$ cat config.mk
export PLATFORM = sky130hd
export DESIGN_NAME = pipelined_cla32bt_subtractor_flat
export DESIGN_NICKNAME = d
export VERILOG_FILES = /design/src/rtl/cla_pkg.sv /design/src/rtl/pipelined_cla32bt_subtractor_if.sv /design/src/rtl/cla16_block.sv /design/src/rtl/pipelined_cla32bt_subtractor.sv /design/src/flat_wrapper.sv
export SDC_FILE = /design/constraint.sdc
export NUM_CORES = 1
export LEC_CHECK = 0
export ABC_AREA = 1
export CAP_MARGIN = 25
export CELL_PAD_IN_SITES_DETAIL_PLACEMENT = 1
export CELL_PAD_IN_SITES_GLOBAL_PLACEMENT = 1
export CORE_ASPECT_RATIO = 1.1
export CORE_MARGIN = 1.5
export CORE_UTILIZATION = 40
export DETAILED_ROUTE_END_ITERATION = 10
export PLACE_DENSITY = 0.92
export SYNTH_ARGS = -nofsm -noshare
export SYNTH_HDL_FRONTEND = slang
export SYNTH_SLANG_ARGS = --single-unit
export TNS_END_PERCENT = 5
$ cat constraint.sdc
create_clock -name clk -period 7.86 [get_ports clk]
set_input_delay 0.786 -clock clk [delete_from_list [all_inputs] [get_ports clk]]
set_output_delay 0.786 -clock clk [all_outputs]
set_load 0.01 [all_outputs]
$ cat src/rtl/cla_pkg.sv
// Shared carry-lookahead definitions for the pipelined CLA adder and subtractor.
package cla_pkg;

  localparam int CLA_WIDTH = 32;
  localparam int CLA_HALF  = CLA_WIDTH / 2;

  // Result of one 16-bit lookahead slice. The group generate/propagate pair
  // lets a parent level chain slices without waiting on the ripple carry.
  typedef struct packed {
    logic [CLA_HALF-1:0] diff;
    logic                carry;
    logic                g;
    logic                p;
  } cla_slice_t;

endpackage

$ cat src/rtl/pipelined_cla32bt_subtractor_if.sv
// Operand/result handshake bundle for the pipelined CLA subtractor.
interface pipelined_cla32bt_subtractor_if
  import cla_pkg::*;
#(
  parameter int WIDTH = CLA_WIDTH
);

  logic             in_valid;
  logic             in_ready;
  logic [WIDTH-1:0] a;
  logic [WIDTH-1:0] b;
  logic             bin;
  logic             out_valid;
  logic             out_ready;
  logic [WIDTH-1:0] diff;
  logic             bout;
  logic             ovf;
  logic             zero;

  // Producer/consumer side: drives operands and the result-ready.
  modport master (
    output in_valid, a, b, bin, out_ready,
    input  in_ready, out_valid, diff, bout, ovf, zero
  );

  // Subtractor side.
  modport slave (
    input  in_valid, a, b, bin, out_ready,
    output in_ready, out_valid, diff, bout, ovf, zero
  );

endinterface

$ cat src/rtl/cla16_block.sv
// Combinational 16-bit carry-lookahead slice: four 4-bit lookahead groups
// joined by a second lookahead level across the groups.
module cla16_block
  import cla_pkg::*;
(
  input  logic [CLA_HALF-1:0] x,
  input  logic [CLA_HALF-1:0] y,
  input  logic                cin,
  output cla_slice_t          res
);

  logic [CLA_HALF-1:0] g;
  logic [CLA_HALF-1:0] p;
  logic [CLA_HALF-1:0] c;
  logic [3:0]          gg;
  logic [3:0]          gp;
  logic [4:0]          gc;

  assign g = x & y;
  assign p = x ^ y;

  // Per-group generate/propagate and the carries inside each group.
  for (genvar k = 0; k < 4; k++) begin : g_grp
    localparam int B = 4 * k;

    assign gp[k] = &p[B+:4];
    assign gg[k] = g[B+3]
                 | (p[B+3] & g[B+2])
                 | (p[B+3] & p[B+2] & g[B+1])
                 | (p[B+3] & p[B+2] & p[B+1] & g[B]);

    assign c[B]   = gc[k];
    assign c[B+1] = g[B] | (p[B] & gc[k]);
    assign c[B+2] = g[B+1] | (p[B+1] & g[B]) | (p[B+1] & p[B] & gc[k]);
    assign c[B+3] = g[B+2] | (p[B+2] & g[B+1]) | (p[B+2] & p[B+1] & g[B])
                  | (p[B+2] & p[B+1] & p[B] & gc[k]);
  end

  // Group-level lookahead: every group carry-in straight from cin.
  assign gc[0] = cin;
  assign gc[1] = gg[0] | (gp[0] & cin);
  assign gc[2] = gg[1] | (gp[1] & gg[0]) | (gp[1] & gp[0] & cin);
  assign gc[3] = gg[2] | (gp[2] & gg[1]) | (gp[2] & gp[1] & gg[0])
               | (gp[2] & gp[1] & gp[0] & cin);
  assign gc[4] = gg[3] | (gp[3] & gg[2]) | (gp[3] & gp[2] & gg[1])
               | (gp[3] & gp[2] & gp[1] & gg[0])
               | (gp[3] & gp[2] & gp[1] & gp[0] & cin);

  assign res = '{
    diff:  p ^ c,
    carry: gc[4],
    g:     gg[3] | (gp[3] & gg[2]) | (gp[3] & gp[2] & gg[1])
         | (gp[3] & gp[2] & gp[1] & gg[0]),
    p:     &gp
  };

endmodule

$ cat src/rtl/pipelined_cla32bt_subtractor.sv
// Two-stage pipelined CLA subtractor: diff = a - b - bin, computed as
// a + ~b + ~bin. Stage 1 resolves the low half, stage 2 the high half and flags.
// HALF must equal CLA_HALF, the width of the cla16_block slice.
module pipelined_cla32bt_subtractor
  import cla_pkg::*;
#(
  parameter int WIDTH = CLA_WIDTH,
  parameter int HALF  = WIDTH / 2
) (
  input logic                           clk,
  input logic                           rst_n,
  pipelined_cla32bt_subtractor_if.slave bus
);

  logic       adv;
  logic       cin;
  cla_slice_t lo_res;
  cla_slice_t hi_res;

  // Stage 1 registers
  logic            s1_valid_q;
  logic [HALF-1:0] s1_lo_diff_q;
  logic            s1_lo_carry_q;
  logic [HALF-1:0] s1_a_hi_q;
  logic [HALF-1:0] s1_nb_hi_q;
  logic            s1_a_msb_q;
  logic            s1_b_msb_q;

  // Stage 2 (output) registers and their next values
  logic             out_valid_q;
  logic [WIDTH-1:0] diff_q, diff_d;
  logic             bout_q, bout_d;
  logic             ovf_q, ovf_d;
  logic             zero_q, zero_d;

  // The whole pipeline advances together; a held result freezes every stage.
  assign adv          = !out_valid_q || bus.out_ready;
  assign bus.in_ready = adv;
  assign cin          = ~bus.bin;

  cla16_block u_lo (
    .x   (bus.a[HALF-1:0]),
    .y   (~bus.b[HALF-1:0]),
    .cin (cin),
    .res (lo_res)
  );

  cla16_block u_hi (
    .x   (s1_a_hi_q),
    .y   (s1_nb_hi_q),
    .cin (s1_lo_carry_q),
    .res (hi_res)
  );

  // Stage 2 result and flags from the high slice and the stored low half.
  // NOTE: every signal written here is assigned on every path, so no latch is inferred.
  always_comb begin
    diff_d = {hi_res.diff, s1_lo_diff_q};
    bout_d = ~hi_res.carry;
    ovf_d  = (s1_a_msb_q != s1_b_msb_q) && (hi_res.diff[HALF-1] != s1_a_msb_q);
    zero_d = (diff_d == '0);
  end

  // Stage 1: capture the low-half result and the high-half operands on accept.
  // NOTE: state is written with non-blocking assignments so every register samples pre-edge values.
  always_ff @(posedge clk or negedge rst_n) begin
    if (!rst_n) begin
      s1_valid_q    <= 1'b0;
      s1_lo_diff_q  <= '0;
      s1_lo_carry_q <= 1'b0;
      s1_a_hi_q     <= '0;
      s1_nb_hi_q    <= '0;
      s1_a_msb_q    <= 1'b0;
      s1_b_msb_q    <= 1'b0;
    end else if (adv) begin
      s1_valid_q <= bus.in_valid;
      if (bus.in_valid) begin
        s1_lo_diff_q  <= lo_res.diff;
        s1_lo_carry_q <= lo_res.carry;
        s1_a_hi_q     <= bus.a[WIDTH-1:HALF];
        s1_nb_hi_q    <= ~bus.b[WIDTH-1:HALF];
        s1_a_msb_q    <= bus.a[WIDTH-1];
        s1_b_msb_q    <= bus.b[WIDTH-1];
      end
    end
  end

  // Stage 2: register the full result; bubbles leave the data registers untouched.
  always_ff @(posedge clk or negedge rst_n) begin
    if (!rst_n) begin
      out_valid_q <= 1'b0;
      diff_q      <= '0;
      bout_q      <= 1'b0;
      ovf_q       <= 1'b0;
      zero_q      <= 1'b0;
    end else if (adv) begin
      out_valid_q <= s1_valid_q;
      if (s1_valid_q) begin
        diff_q <= diff_d;
        bout_q <= bout_d;
        ovf_q  <= ovf_d;
        zero_q <= zero_d;
      end
    end
  end

  assign bus.out_valid = out_valid_q;
  assign bus.diff      = diff_q;
  assign bus.bout      = bout_q;
  assign bus.ovf       = ovf_q;
  assign bus.zero      = zero_q;

  // Each slice's ripple-style carry must agree with its own group generate/propagate.
  a_lo_gp : assert property (@(posedge clk) disable iff (!rst_n)
    lo_res.carry == (lo_res.g | (lo_res.p & cin)));
  a_hi_gp : assert property (@(posedge clk) disable iff (!rst_n)
    hi_res.carry == (hi_res.g | (hi_res.p & s1_lo_carry_q)));

endmodule
$ cat src/flat_wrapper.sv
// flat-port wrapper written by rule: the top's interface ports become plain ports
module pipelined_cla32bt_subtractor_flat import cla_pkg::*;
#(
  parameter int WIDTH = CLA_WIDTH,
  parameter int HALF  = WIDTH / 2
)
  (clk, rst_n, bus_in_valid, bus_a, bus_b, bus_bin, bus_out_ready, bus_in_ready, bus_out_valid, bus_diff, bus_bout, bus_ovf, bus_zero);
  pipelined_cla32bt_subtractor_if #(.WIDTH(WIDTH)) bus_i ();
  input logic clk;
  input logic rst_n;
  input wire logic [$bits(bus_i.in_valid)-1:0] bus_in_valid;
  input wire logic [$bits(bus_i.a)-1:0] bus_a;
  input wire logic [$bits(bus_i.b)-1:0] bus_b;
  input wire logic [$bits(bus_i.bin)-1:0] bus_bin;
  input wire logic [$bits(bus_i.out_ready)-1:0] bus_out_ready;
  output wire logic [$bits(bus_i.in_ready)-1:0] bus_in_ready;
  output wire logic [$bits(bus_i.out_valid)-1:0] bus_out_valid;
  output wire logic [$bits(bus_i.diff)-1:0] bus_diff;
  output wire logic [$bits(bus_i.bout)-1:0] bus_bout;
  output wire logic [$bits(bus_i.ovf)-1:0] bus_ovf;
  output wire logic [$bits(bus_i.zero)-1:0] bus_zero;
  assign bus_i.in_valid = bus_in_valid;
  assign bus_i.a = bus_a;
  assign bus_i.b = bus_b;
  assign bus_i.bin = bus_bin;
  assign bus_i.out_ready = bus_out_ready;
  assign bus_in_ready = bus_i.in_ready;
  assign bus_out_valid = bus_i.out_valid;
  assign bus_diff = bus_i.diff;
  assign bus_bout = bus_i.bout;
  assign bus_ovf = bus_i.ovf;
  assign bus_zero = bus_i.zero;
  pipelined_cla32bt_subtractor #(.WIDTH(WIDTH), .HALF(HALF)) u_core (.clk(clk), .rst_n(rst_n), .bus(bus_i));
endmodule
# Yosys cells after proc, flatten, opt, wreduce, memory -nomap -nowiden

Index checks and enable logic that the tools add are counted.
Widths: inputs -> output; s select.

Register bits: 88
Output and inout bits: 37

Bitwise gates (word level): 246
Reductions and logical operators: 14
Equality and inequality tests: 2

Operator list:

| kind              | number |
|---|---|
| $and 1x1->1       | 144 |
| $or 1x1->1        | 92 |
| $xor 16x16->16    | 4 |
| $and 16x16->16    | 2 |
| $logic_not 32->1  | 1 |
| $not 16->16       | 2 |
| $reduce_and 4->1  | 8 |
| $reduce_and 2->1  | 2 |
| $ne 1x1->1        | 2 |
| $not 1->1         | 2 |
| $logic_and 1x1->1 | 1 |
| $logic_not 1->1   | 1 |
| $logic_or 1x1->1  | 1 |

# Longest topological paths before layout

Gate-level depths: netlist (run 1).

Word-level depth: 14
Depth in mapped cells: 17
Gate-level depth less buffers: 17

# Cells and area by module

Synthesis (run 1) repeated with hierarchy kept, for this count alone.

Cells, all modules: 666
Area, all modules: 5154.9 µm²

Modules (own cells, without submodules):

| module                       | cells an instance | sequential area each (µm²) | area an instance (µm²) | instances |
|---|---|---|---|---|
| pipelined_cla32bt_subtractor | 392               | 2177.1                     | 3433.3                 | 1 |
| cla16_block (u_core.u_lo)    | 137               | 0.0                        | 872.1                  | 1 |
| cla16_block (u_core.u_hi)    | 137               | 0.0                        | 849.6                  | 1 |

# Worst setup path after synthesis (run 1)

Ideal clock, no wire load.

Kind: input-to-reg
From: input port bus_b[1]
To: register u_core.s1_lo_diff_q[4]
Arrival: 2.387 ns
Stages: 12
Path buffers: 0
Library setup time: 0.083 ns
Data required time: 7.777 ns
Slack: 5.390 ns
Path through: inv_1 ha_1 a21oi_1 nand2_1 nand2_1 nand2_1 nand2_1 inv_1 or2_1 inv_1 fa_1 o21ai_0

Cells in the longest elaborated chain, start to end: 7
Elaborated cells between the ends (all ways): 12

Ends and longest elaborated chain:

| item                                             | RTL line                             | text |
|---|---|---|
| start: declaration                               | flat_wrapper.sv:13                   | `input wire logic [$bits(bus_i.b)-1:0] bus_b;` |
| $not 16->16 (*)                                  | pipelined_cla32bt_subtractor.sv:43   | `.y (~bus.b[HALF-1:0]),` |
| $and 16x16->16 or $xor 16x16->16 (tied branches) | cla16_block.sv:19, cla16_block.sv:20 |  |
| $and 1x1->1 (on tied branches)                   | cla16_block.sv:29, cla16_block.sv:30 |  |
| $or 1x1->1 or $and 1x1->1 (tied branches)        | cla16_block.sv:29, cla16_block.sv:30 |  |
| $or 1x1->1                                       | cla16_block.sv:30                    | `\| (p[B+3] & p[B+2] & p[B+1] & g[B]);` |
| $or 1x1->1 (*)                                   | cla16_block.sv:41                    | `assign gc[1] = gg[0] \| (gp[0] & cin);` |
| $xor 16x16->16 (*)                               | cla16_block.sv:50                    | `diff: p ^ c,` |
| end signal: assignment                           | pipelined_cla32bt_subtractor.sv:78   | `s1_lo_diff_q <= lo_res.diff;` |
| end: declaration                                 | pipelined_cla32bt_subtractor.sv:22   | `logic [HALF-1:0] s1_lo_diff_q;` |

Every way passes the cells marked *; elsewhere a longest branch is shown, timed or not.
A chain may end at the register's enable or synchronous reset.

==> impl_metrics.yaml, run 1 <==
routing:
  drt-initial-drc-count: 219
  wl_per_cell_um: 17.0
  vias: 4511
  detail_route.vias_per_cell: 5.20
  drt.antenna.violating_nets: 0
  drt_wl_total_um: 14800
  drt_pass1_iterations: 4
  drc: 0
cts:
  worstSkewPairLatency_ps: 350
  tritoncts: "done"
  cts_max_path_buffers: 2
  htreeDepth: 3
  cts_resized: 0
  cts-buffers-inserted: 9
  cts.clk_slew.worst_paths_ps: 60
  cts.repair_timing.setup_buffer_count: 0
  cts-root-buf: "clkbuf_16"
  clock_sink_count: 87
  hold_buffers: 0
logic_synthesis:
  synth_nets: 720
  synth_area_mm2: 0.00485
  synth_warnings: 0
  mapped_avg_cell_area_um2: 7.93
  synth.yosys.seq_area_share: 0.449
  post_synth_inst_count: 611
  synthDistinctLibCells: 31
  number_of_register_bits_inferred_by_synthesis: 87
grt:
  grt_start_max_net_pins: 71
  grt_first_pass_wirelength_um: 24400
  antenna_found_initial: 0
  number_of_global_route_vias_before_repair: 5149
  globalRouteOverflowTotal: 0
  use_met2: 0.449
  busiest_layer: "met2"
  grt_use_met3: 0.0419
  gr_layer_usage_met1: 0.282
  global_route_usage_over_all_layers: 0.245
floorplan:
  initial_utilization: 0.416
  die_y_um: 118
  die_w_um: 108
  ioPinCount: 106
  fp-row-count: 41
  core_area_mm2: 0.0116
  fp.dieArea_mm2: 0.0128
run_status:
  status: "finished clean"
place:
  port_buffers: 105
  dp_hpwl_um: 11000
  post_place_cells: 852
  gp_congestion: 0.821
setup_path:
  cp-end-kind: "flip-flop"
  cp.required_ps: 8150
  path_max_fanout: 4
  cp_data_arrival_time_ps: 3280
  critical_path_type: "reg -> reg"
  cp-start-kind: "flip-flop"
timing:
  final-hold-violation-count: 0
  timing.final.crit_share: 0.381
  max_slew.worst_pin.slew_ps: 968
  grt_setup_unrepaired: "false"
  min_period_ps: 3000
  finalSetupViolations: 0
  setup-tns-final_ps: 0
  finalClockSkew_ps: 7.62
  maxClockFrequency_ghz: 0.334
  timing.slew.headroom: 0.352
  drv_slew: 0
final_layout:
  layout-area-overhead-vs-synth_pct: 31.7
  drive_above_1_share: 0.0460
  final_cell_count_no_fill: 868
  nets: 822
  antenna_cells_inserted: 0
pwr:
  cellLeakagePower_nw: 3.26
  p_per_area_mw_per_mm2: 276
  post-layout-total-power_w: 0.00176
  irDropWorstVdd_uv: 141
job:
  max_cap_violations: 0
worst_hold_path:
  holdCritPathClass: "in -> async"
[metrics by stage]
stage / worst slack [ps] / util / instance area (um2) / hold slack (ps)
after floorplan: 5390 / - / 4850 / 445
after global placement: 4600 / 0.518 / 6030 / 463
after detailed placement: 4610 / 0.522 / 6080 / 480
after CTS: 4870 / 0.548 / 6380 / 422
after global routing: 4560 / 0.548 / 6380 / 436
final: 4860 / 0.548 / 6380 / 402
[cells in the final DEF (no fill, tap or decap), types with 2 or more instances in the layout]
cell / instances
xnor2_1: 3
nand3b_1: 8
clkbuf_16: 9
clkinvlp_4: 2
nand3_1: 31
o21ai_0: 53
nand2_2: 6
nor2_1: 32
clkinv_2: 3
buf_16: 2
inv_1: 77
a21oi_1: 11
clkdlybuf4s50_1: 104
xor2_1: 4
nand4_1: 8
fa_1: 8
o22ai_1: 2
nor2_2: 3
ha_1: 32
dfrtp_1: 87
nand2_1: 211
o21ai_1: 2
a31oi_1: 3
and3_1: 3
buf_4: 2
[area by class of cell]
cell class,instances,area (um2)
flip-flops and latches,87,2180
clock buffers,10,239
clock inverters,6,60.1
well taps,150,188
repair buffers,108,1110
fillers,1399,5260
inverters,77,289
multi-input cells,430,2320
[final timing paths]
check,from,endpoint,slack (ps),depth (start not counted)
setup / recovery,u_core.s1_nb_hi_q[10]$_DFFE_PN0P_,u_core.bus.zero$_DFFE_PN0P_,4860,15
hold / removal,rst_n,u_core.s1_a_hi_q[1]$_DFFE_PN0P_,400,1
setup reg to reg,u_core.s1_nb_hi_q[10]$_DFFE_PN0P_,u_core.bus.zero$_DFFE_PN0P_,4860,15
hold reg to reg,u_core.s1_a_hi_q[7]$_DFFE_PN0P_,u_core.s1_a_hi_q[7]$_DFFE_PN0P_,490,2
max in group asynchronous,rst_n,u_core.bus.diff[2]$_DFFE_PN0P_,6830,2
min in group clk,u_core.s1_a_hi_q[7]$_DFFE_PN0P_,u_core.s1_a_hi_q[7]$_DFFE_PN0P_,490,2
[critical path, cell delays in order, from the launching register on]
cell     delay, ps
dfrtp_1        390
ha_1           350
nand2_1        130
inv_1           90
nand2_1         80
nand2_1         60
nor2_1         160
nand4_2        200
fa_1           560
nor4_1         340
nand3_1        140
nor2_1         120
nand3_1         80
nor2_1         100
nand4_1         80
nand2_1         60
[layer usage]
metal  vias up  wire length [um]
met1      2242              6070
met3        28               493
met2       103              7820
met4         0               363
li1       2138                 -
met5         -                 0
[synth_stat cells, drive strengths merged]
library cell,n,area share
a31oi,3,0.0039
fa,8,0.033
o21ai,55,0.057
nand4,9,0.013
or2,2,0.0026
buf,3,0.0031
and3,3,0.0039
a21oi,12,0.013
a221oi,1,0.0018
nand3b,8,0.012
a22o,1,0.0018
nor4,1,0.0013
nand3,32,0.034
clkbuf,14,0.011
xor2,4,0.0072
xnor2,3,0.0054
o22ai,2,0.0026
and2,1,0.0013
nor2,35,0.029
dfrtp,87,0.45
a21o,1,0.0015
nand2,217,0.17
ha,32,0.083
inv,77,0.060
[registers in the layout, indices dropped and copies added (netlist names)]
signal	flops
u_core.bus.zero	1
u_core.s1_valid_q	1
u_core.s1_b_msb_q	1
u_core.bus.diff	32
u_core.bus.bout	1
u_core.bus.ovf	1
u_core.bus.out_valid	1
u_core.s1_a_hi_q	16
u_core.s1_lo_carry_q	1
u_core.s1_lo_diff_q	16
u_core.s1_nb_hi_q	16
[kinds of logic after synthesis]
group                      Yosys count  synth area share
AOI/OAI and AO/OA                   75            0.0816
adders and majority gates           40             0.116
buffers and inverters               94            0.0736
and+or+nand+nor                    308             0.267
DFF                                 87             0.449
xor gates and xnor gates             7            0.0127
[report_power, final]
group          switching (W)  total [W]  internal (W)  leakage, nW
combinational       0.000354   0.000656      0.000302         2.05
clock               0.000183   0.000436      0.000253        0.144
sequential          0.000101   0.000669      0.000568         1.07
Power figures use the tool's default switching activity.
==> run 2, diff against run 1 <==
CORE_UTILIZATION = 37   (was 40)
PLACE_DENSITY = 0.86   (was 0.92)
clock period = 3 ns   (was 7.86 ns; I/O delays follow)
==> run 2 against run 1 <==
  * The run now ends with DRC left
  * Global-route usage fell by 4.1 points
  * Via count fell by 4.0%
  * Fmax increased by 11%
  * Setup slack lost 4600 ps
  * Die area is 7.9% higher
  * First-iteration DRC count decreased by 37%
  * Hold slack better by 40 ps
  * Total power increased to 2.6 times the previous value
  * Highest routed layer unchanged
==> impl_metrics.yaml, run 2 (same netlist as run 1, synthesis figures left out) <==
run_status:
  status: "complete, but fails checks"
  failed_checks: "DRC"
routing:
  drt-initial-drc-count: 139
  drt.antenna.violating_nets: 0
  wl_per_cell_um: 15.2
  drt_wl_total_um: 13300
  vias: 4332
  drt_pass1_iterations: 9
  drc: 5
  detail_route.vias_per_cell: 4.93
final_layout:
  final_area_mm2: 0.00645
  final_cell_mix: "nand2_1, clkdlybuf4s50_1, dfrtp_1"
  multi_input_area_mm2: 0.00238
  register_area_mm2: 0.00218
  flip_flop_count_of_the_largest_register_all_copies_and_words_added: 32
  antenna_cells_inserted: 0
  nets: 825
  num-fill-cells: 1572
  drive_above_1_share: 0.0583
  final_common_cell: "nand2_1"
  layout-area-overhead-vs-synth_pct: 33.2
cts:
  htreeDepth: 3
  cts.clk_slew.worst_paths_ps: 70
  cts-root-buf: "clkbuf_16"
  tritoncts: "done"
  cts_max_path_buffers: 2
  clock_sink_count: 87
  cts-buffers-inserted: 9
  cts.repair_timing.setup_buffer_count: 0
  worstSkewPairLatency_ps: 350
job:
  max_cap_violations: 0
timing:
  maxClockFrequency_ghz: 0.370
  max_slew.worst_pin.slew_ps: 646
  min_period_ps: 2700
  drv_slew: 0
  timing.final.crit_share: 0.902
  timing.slew.headroom: 0.569
  setup-tns-final_ps: 0
  finalClockSkew_ps: 8.78
  finalSetupViolations: 0
  final-hold-violation-count: 0
  worst_setup_slack_after_layout_ps: 295
pwr:
  intPower_w: 0.00296
  p_per_area_mw_per_mm2: 707
  p_switching_w: 0.00160
  power.share.clock: 0.248
  p_sw_frac: 0.350
  post-layout-total-power_w: 0.00456
  seq_power_share: 0.375
  irDropWorstVdd_uv: 323
  cellLeakagePower_nw: 3.28
  combPwrFrac: 0.377
setup_path:
  path_max_fanout: 4
  reg2reg_to: "u_core.bus.zero$_DFFE_PN0P_"
  critical_path.slowest_cell: "fa_2"
  cp.required_ps: 3290
  crit_top_cell: "nand2_1"
  critical_path_type: "reg -> reg"
  crit_start: "u_core.s1_nb_hi_q[11]$_DFFE_PN0P_"
  cp_data_arrival_time_ps: 3000
  critical_path.cell_chain: "ha_1 -> nand2_1 -> inv_1 -> nand2_1 -> nand2_1 -> nor2_2 -> nand4_4 -> fa_2 -> xnor2_2 -> nand2_1 -> nor2_1 -> nand4_1 -> nor2_1 -> nand3_1 -> nor2_1 -> nand4_1 -> nand2_1"
  cp.buffers_inverters: 1
  critical-path-top-delay-family: "simple AND/OR/NAND/NOR gates"
  crit-reg2reg-launch: "u_core.s1_nb_hi_q[11]$_DFFE_PN0P_"
  crit_path_end: "u_core.bus.zero$_DFFE_PN0P_"
  reg2reg_slack_ps: 300
  cp-start-kind: "flip-flop"
  cp-end-kind: "flip-flop"
  worstSetupPathDepth: 17
  worst_path_largest_cell_delay_ps: 420
  timing.reg2reg.worst_path_depth: 17
grt:
  number_of_global_route_vias_before_repair: 4778
  grt_first_pass_wirelength_um: 22300
  globalRouteOverflowTotal: 0
  antenna_found_initial: 0
  global_route_usage_over_all_layers: 0.204
  grt_start_max_net_pins: 70
floorplan:
  die_y_um: 123
  fp-row-count: 43
  die_w_um: 112
  ioPinCount: 106
  fp.dieArea_mm2: 0.0138
  initial_utilization: 0.382
  core_area_mm2: 0.0127
place:
  gp_congestion: 0.889
  port_buffers: 105
  postPlaceCellArea_mm2: 0.00609
  dpl_worst_slack_ps: 127
  dp_hpwl_um: 10400
worst_hold_path:
  holdCritPathClass: "in -> async"
run 2: worst min-delay path by stage:
stage / start / to / slack (ps) / depth (start not counted)
after floorplan: rst_n / u_core.bus.bout$_DFFE_PN0P_ / 4 / 0
after detailed placement: rst_n / u_core.s1_nb_hi_q[7]$_DFFE_PN0P_ / 260 / 1
after global placement: u_core.bus.diff[24]$_DFFE_PN0P_ / u_core.bus.diff[24]$_DFFE_PN0P_ / 460 / 2
after CTS: rst_n / u_core.s1_a_hi_q[1]$_DFFE_PN0P_ / 450 / 2
final: rst_n / u_core.s1_nb_hi_q[7]$_DFFE_PN0P_ / 440 / 2
after global routing: rst_n / u_core.bus.diff[16]$_DFFE_PN0P_ / 470 / 2
run 2: routing by layer:
layer	vias up	wire length (um)	global-route usage
met2	87	7000	0.386
met4	0	252	0.0839
met1	2082	5550	0.235
met3	18	541	0.0250
li1	2145	-	-
met5	-	0	0
run 2: area by class of cell:
type,count,area share
inverters,77,0.0448
clock inverters,6,0.00931
well taps,157,0.0304
flip-flops and latches,87,0.337
clock buffers,10,0.0370
multi-input cells,430,0.368
repair buffers,111,0.173
run 2: repair_timing:
| item | in CTS | in global routing |
|---|---|---|
| endpoints found under the hold margin | 29 | 0 |
| hold buffers | 1 | 0 |
| setup endpoints to repair | 0 | 1 |
| resized for setup | 0 | 9 |
run 2: metrics by stage:
stage,instances,utilization,hold slack (ps)
final,878,0.508,442
after global routing,878,0.508,474
after CTS,878,0.504,451
after detailed placement,861,0.479,261
after global placement,860,0.477,465
after floorplan,611,-,4.41
run 2: power by group through the flow:
| stage | sequential, W | clock [W] | combinational, W |
|---|---|---|---|
| floorplan | 0.00175 | 0 | 0.000804 |
| global placement | 0.00171 | 0 | 0.00159 |
| detailed placement | 0.00172 | 0 | 0.00168 |
| CTS | 0.00170 | 0.00116 | 0.00170 |
| global route | 0.00175 | 0.00119 | 0.00192 |
| finish | 0.00171 | 0.00113 | 0.00172 |
run 2: worst register-to-register path, cell delays in order, from the launching register on:
cell	delay [ps]
dfrtp_1	400
ha_1	350
nand2_1	130
inv_1	80
nand2_1	60
nand2_1	70
nor2_2	160
nand4_4	140
fa_2	420
xnor2_2	180
nand2_1	70
nor2_1	100
nand4_1	90
nor2_1	100
nand3_1	80
nor2_1	90
nand4_1	80
nand2_1	60
==> run 3, diff against run 2 <==
CAP_MARGIN = 20   (was 25)
CTS_CLUSTER_DIAMETER = 120   (was default)
==> run 3 against run 2 <==
  * The run still ends with DRC left
  * Register-to-register slack worse by 60 ps
  * Non-clock buffer count unchanged
  * Global-route usage rose by 0.18 points
  * Largest power group unchanged
==> impl_metrics.yaml, run 3 (same netlist as run 1, synthesis figures left out) <==
final_layout:
  final_common_cell: "nand2_1"
  final_area_mm2: 0.00649
  flip_flop_count_of_the_largest_register_all_copies_and_words_added: 32
  final_cell_mix: "nand2_1, clkdlybuf4s50_1, dfrtp_1"
  finish.utilization: 0.511
  antenna_cells_inserted: 0
  layout-area-overhead-vs-synth_pct: 34.0
  nets: 825
  drive_above_1_share: 0.0596
  final_cell_count_no_fill: 878
run_status:
  status: "complete, but fails checks"
  failed_checks: "DRC"
pwr:
  seq_power_share: 0.363
  power.share.clock: 0.273
  cellLeakagePower_nw: 3.31
  intPower_w: 0.00311
  p_switching_w: 0.00160
  irDropWorstVdd_uv: 361
  combPwrFrac: 0.365
  p_sw_frac: 0.339
  p_per_area_mw_per_mm2: 726
setup_path:
  cp_data_arrival_time_ps: 3050
  critical_path_type: "reg -> reg"
  worst_path_largest_cell_delay_ps: 450
  critical_path.slowest_cell: "fa_2"
  cp.buffers_inverters: 0
  critical-path-top-delay-family: "simple AND/OR/NAND/NOR gates"
  cp.required_ps: 3280
  cp-end-kind: "flip-flop"
  crit_top_cell: "nand2_1"
  cp-start-kind: "flip-flop"
  path_max_fanout: 5
  critical_path.cell_chain: "ha_1 -> nand2_1 -> nor2_2 -> and2_1 -> nand2_1 -> nand4_4 -> fa_2 -> nor4_2 -> nand3_1 -> nor2_1 -> nand3_1 -> nor2_1 -> nand4_1 -> nand2_1"
timing:
  final-hold-violation-count: 0
  timing.final.crit_share: 0.923
  finalClockSkew_ps: 8.68
  min_period_ps: 2770
  timing.slew.headroom: 0.549
  finalSetupViolations: 0
  setup-tns-final_ps: 0
  hold_ws_ps: 426
  maxClockFrequency_ghz: 0.361
  max_slew.worst_pin.slew_ps: 676
  drv_slew: 0
routing:
  drt-initial-drc-count: 162
  vias: 4385
  wl_per_cell_um: 15.5
  drc: 4
  drt.antenna.violating_nets: 0
  detail_route.vias_per_cell: 4.99
  drt_pass1_iterations: 9
  drt_wl_total_um: 13600
cts:
  htreeDepth: 3
  tritoncts: "done"
  cts-root-buf: "clkbuf_16"
  clock_sink_count: 87
  cts-buffers-inserted: 9
  worstSkewPairLatency_ps: 350
  cts.clk_slew.worst_paths_ps: 60
  cts_max_path_buffers: 2
worst_hold_path:
  holdCritPathClass: "in -> async"
grt:
  grt_start_max_net_pins: 88
  grt_first_pass_wirelength_um: 22400
  global_route_usage_over_all_layers: 0.206
  globalRouteOverflowTotal: 0
  antenna_found_initial: 0
  number_of_global_route_vias_before_repair: 4705
place:
  gp_congestion: 0.889
  post_place_cells: 860
  postPlaceCellArea_mm2: 0.00606
  dp_hpwl_um: 10200
  port_buffers: 105
floorplan:
  core_area_mm2: 0.0127
  die_y_um: 123
  fp-row-count: 43
  die_w_um: 112
  ioPinCount: 106
  initial_utilization: 0.382
  fp.dieArea_mm2: 0.0138
job:
  max_cap_violations: 0
run 3: worst register-to-register path: cells and delay by family (launching register included):
| kind | cells | cell delay [ps] |
|---|---|---|
| adder cells (fa/ha/maj) | 2 | 850 |
| flip-flops | 1 | 390 |
| AND/OR/NAND/NOR | 12 | 1470 |
run 3: per-layer routing:
layer / global-route usage / vias up / part of all wire
met3: 0.0314 / 25 / 0.042
met1: 0.237 / 2104 / 0.41
met5: 0 / - / 0
li1: - / 2150 / -
met4: 0.0894 / 0 / 0.023
met2: 0.382 / 106 / 0.52
run 3: per-stage QoR:
step | setup slack, ps | total power, W
floorplan | 532 | 0.00256
global placement | 303 | 0.00330
detailed placement | 124 | 0.00340
CTS | 73.1 | 0.00471
global route | -16.8 | 0.00501
finish | 232 | 0.00471
run 3: final timing paths:
| kind | startpoint | to | slack [ps] | cells past startpoint |
|---|---|---|---|---|
| hold reg to reg | u_core.s1_lo_diff_q[4]$_DFFE_PN0P_ | u_core.s1_lo_diff_q[4]$_DFFE_PN0P_ | 480 | 2 |
| setup reg to reg | u_core.s1_a_hi_q[9]$_DFFE_PN0P_ | u_core.bus.zero$_DFFE_PN0P_ | 230 | 14 |
| setup / recovery | u_core.s1_a_hi_q[9]$_DFFE_PN0P_ | u_core.bus.zero$_DFFE_PN0P_ | 230 | 14 |
| min in group clk | u_core.s1_lo_diff_q[4]$_DFFE_PN0P_ | u_core.s1_lo_diff_q[4]$_DFFE_PN0P_ | 480 | 2 |
| max in group asynchronous | rst_n | u_core.s1_a_hi_q[11]$_DFFE_PN0P_ | 1950 | 3 |
| hold / removal | rst_n | u_core.s1_nb_hi_q[7]$_DFFE_PN0P_ | 430 | 2 |
run 3: area by class of cell:
type | count | area (um2)
clock inverter | 6 | 109
inverter | 77 | 289
sequential | 87 | 2180
multi-input combinational | 430 | 2370
fill | 1560 | 6210
tap | 157 | 196
timing repair buffer | 111 | 1120
clock buffer | 10 | 229
run 3: power groups by stage:
stage	clock [W]	sequential [W]	combinational, W
after floorplan	0	0.00175	0.000804
after global placement	0	0.00171	0.00159
after detailed placement	0	0.00172	0.00167
after CTS	0.00131	0.00171	0.00169
after global routing	0.00134	0.00175	0.00192
final	0.00128	0.00171	0.00172
run 3: what timing repair did:
item                                    in CTS  in global routing
endpoints found under the setup margin       0                  1
hold buffers                                 0                  1
endpoints found under the hold margin        0                 26
buffers inserted                             0                  0
resized for setup                            0                 10
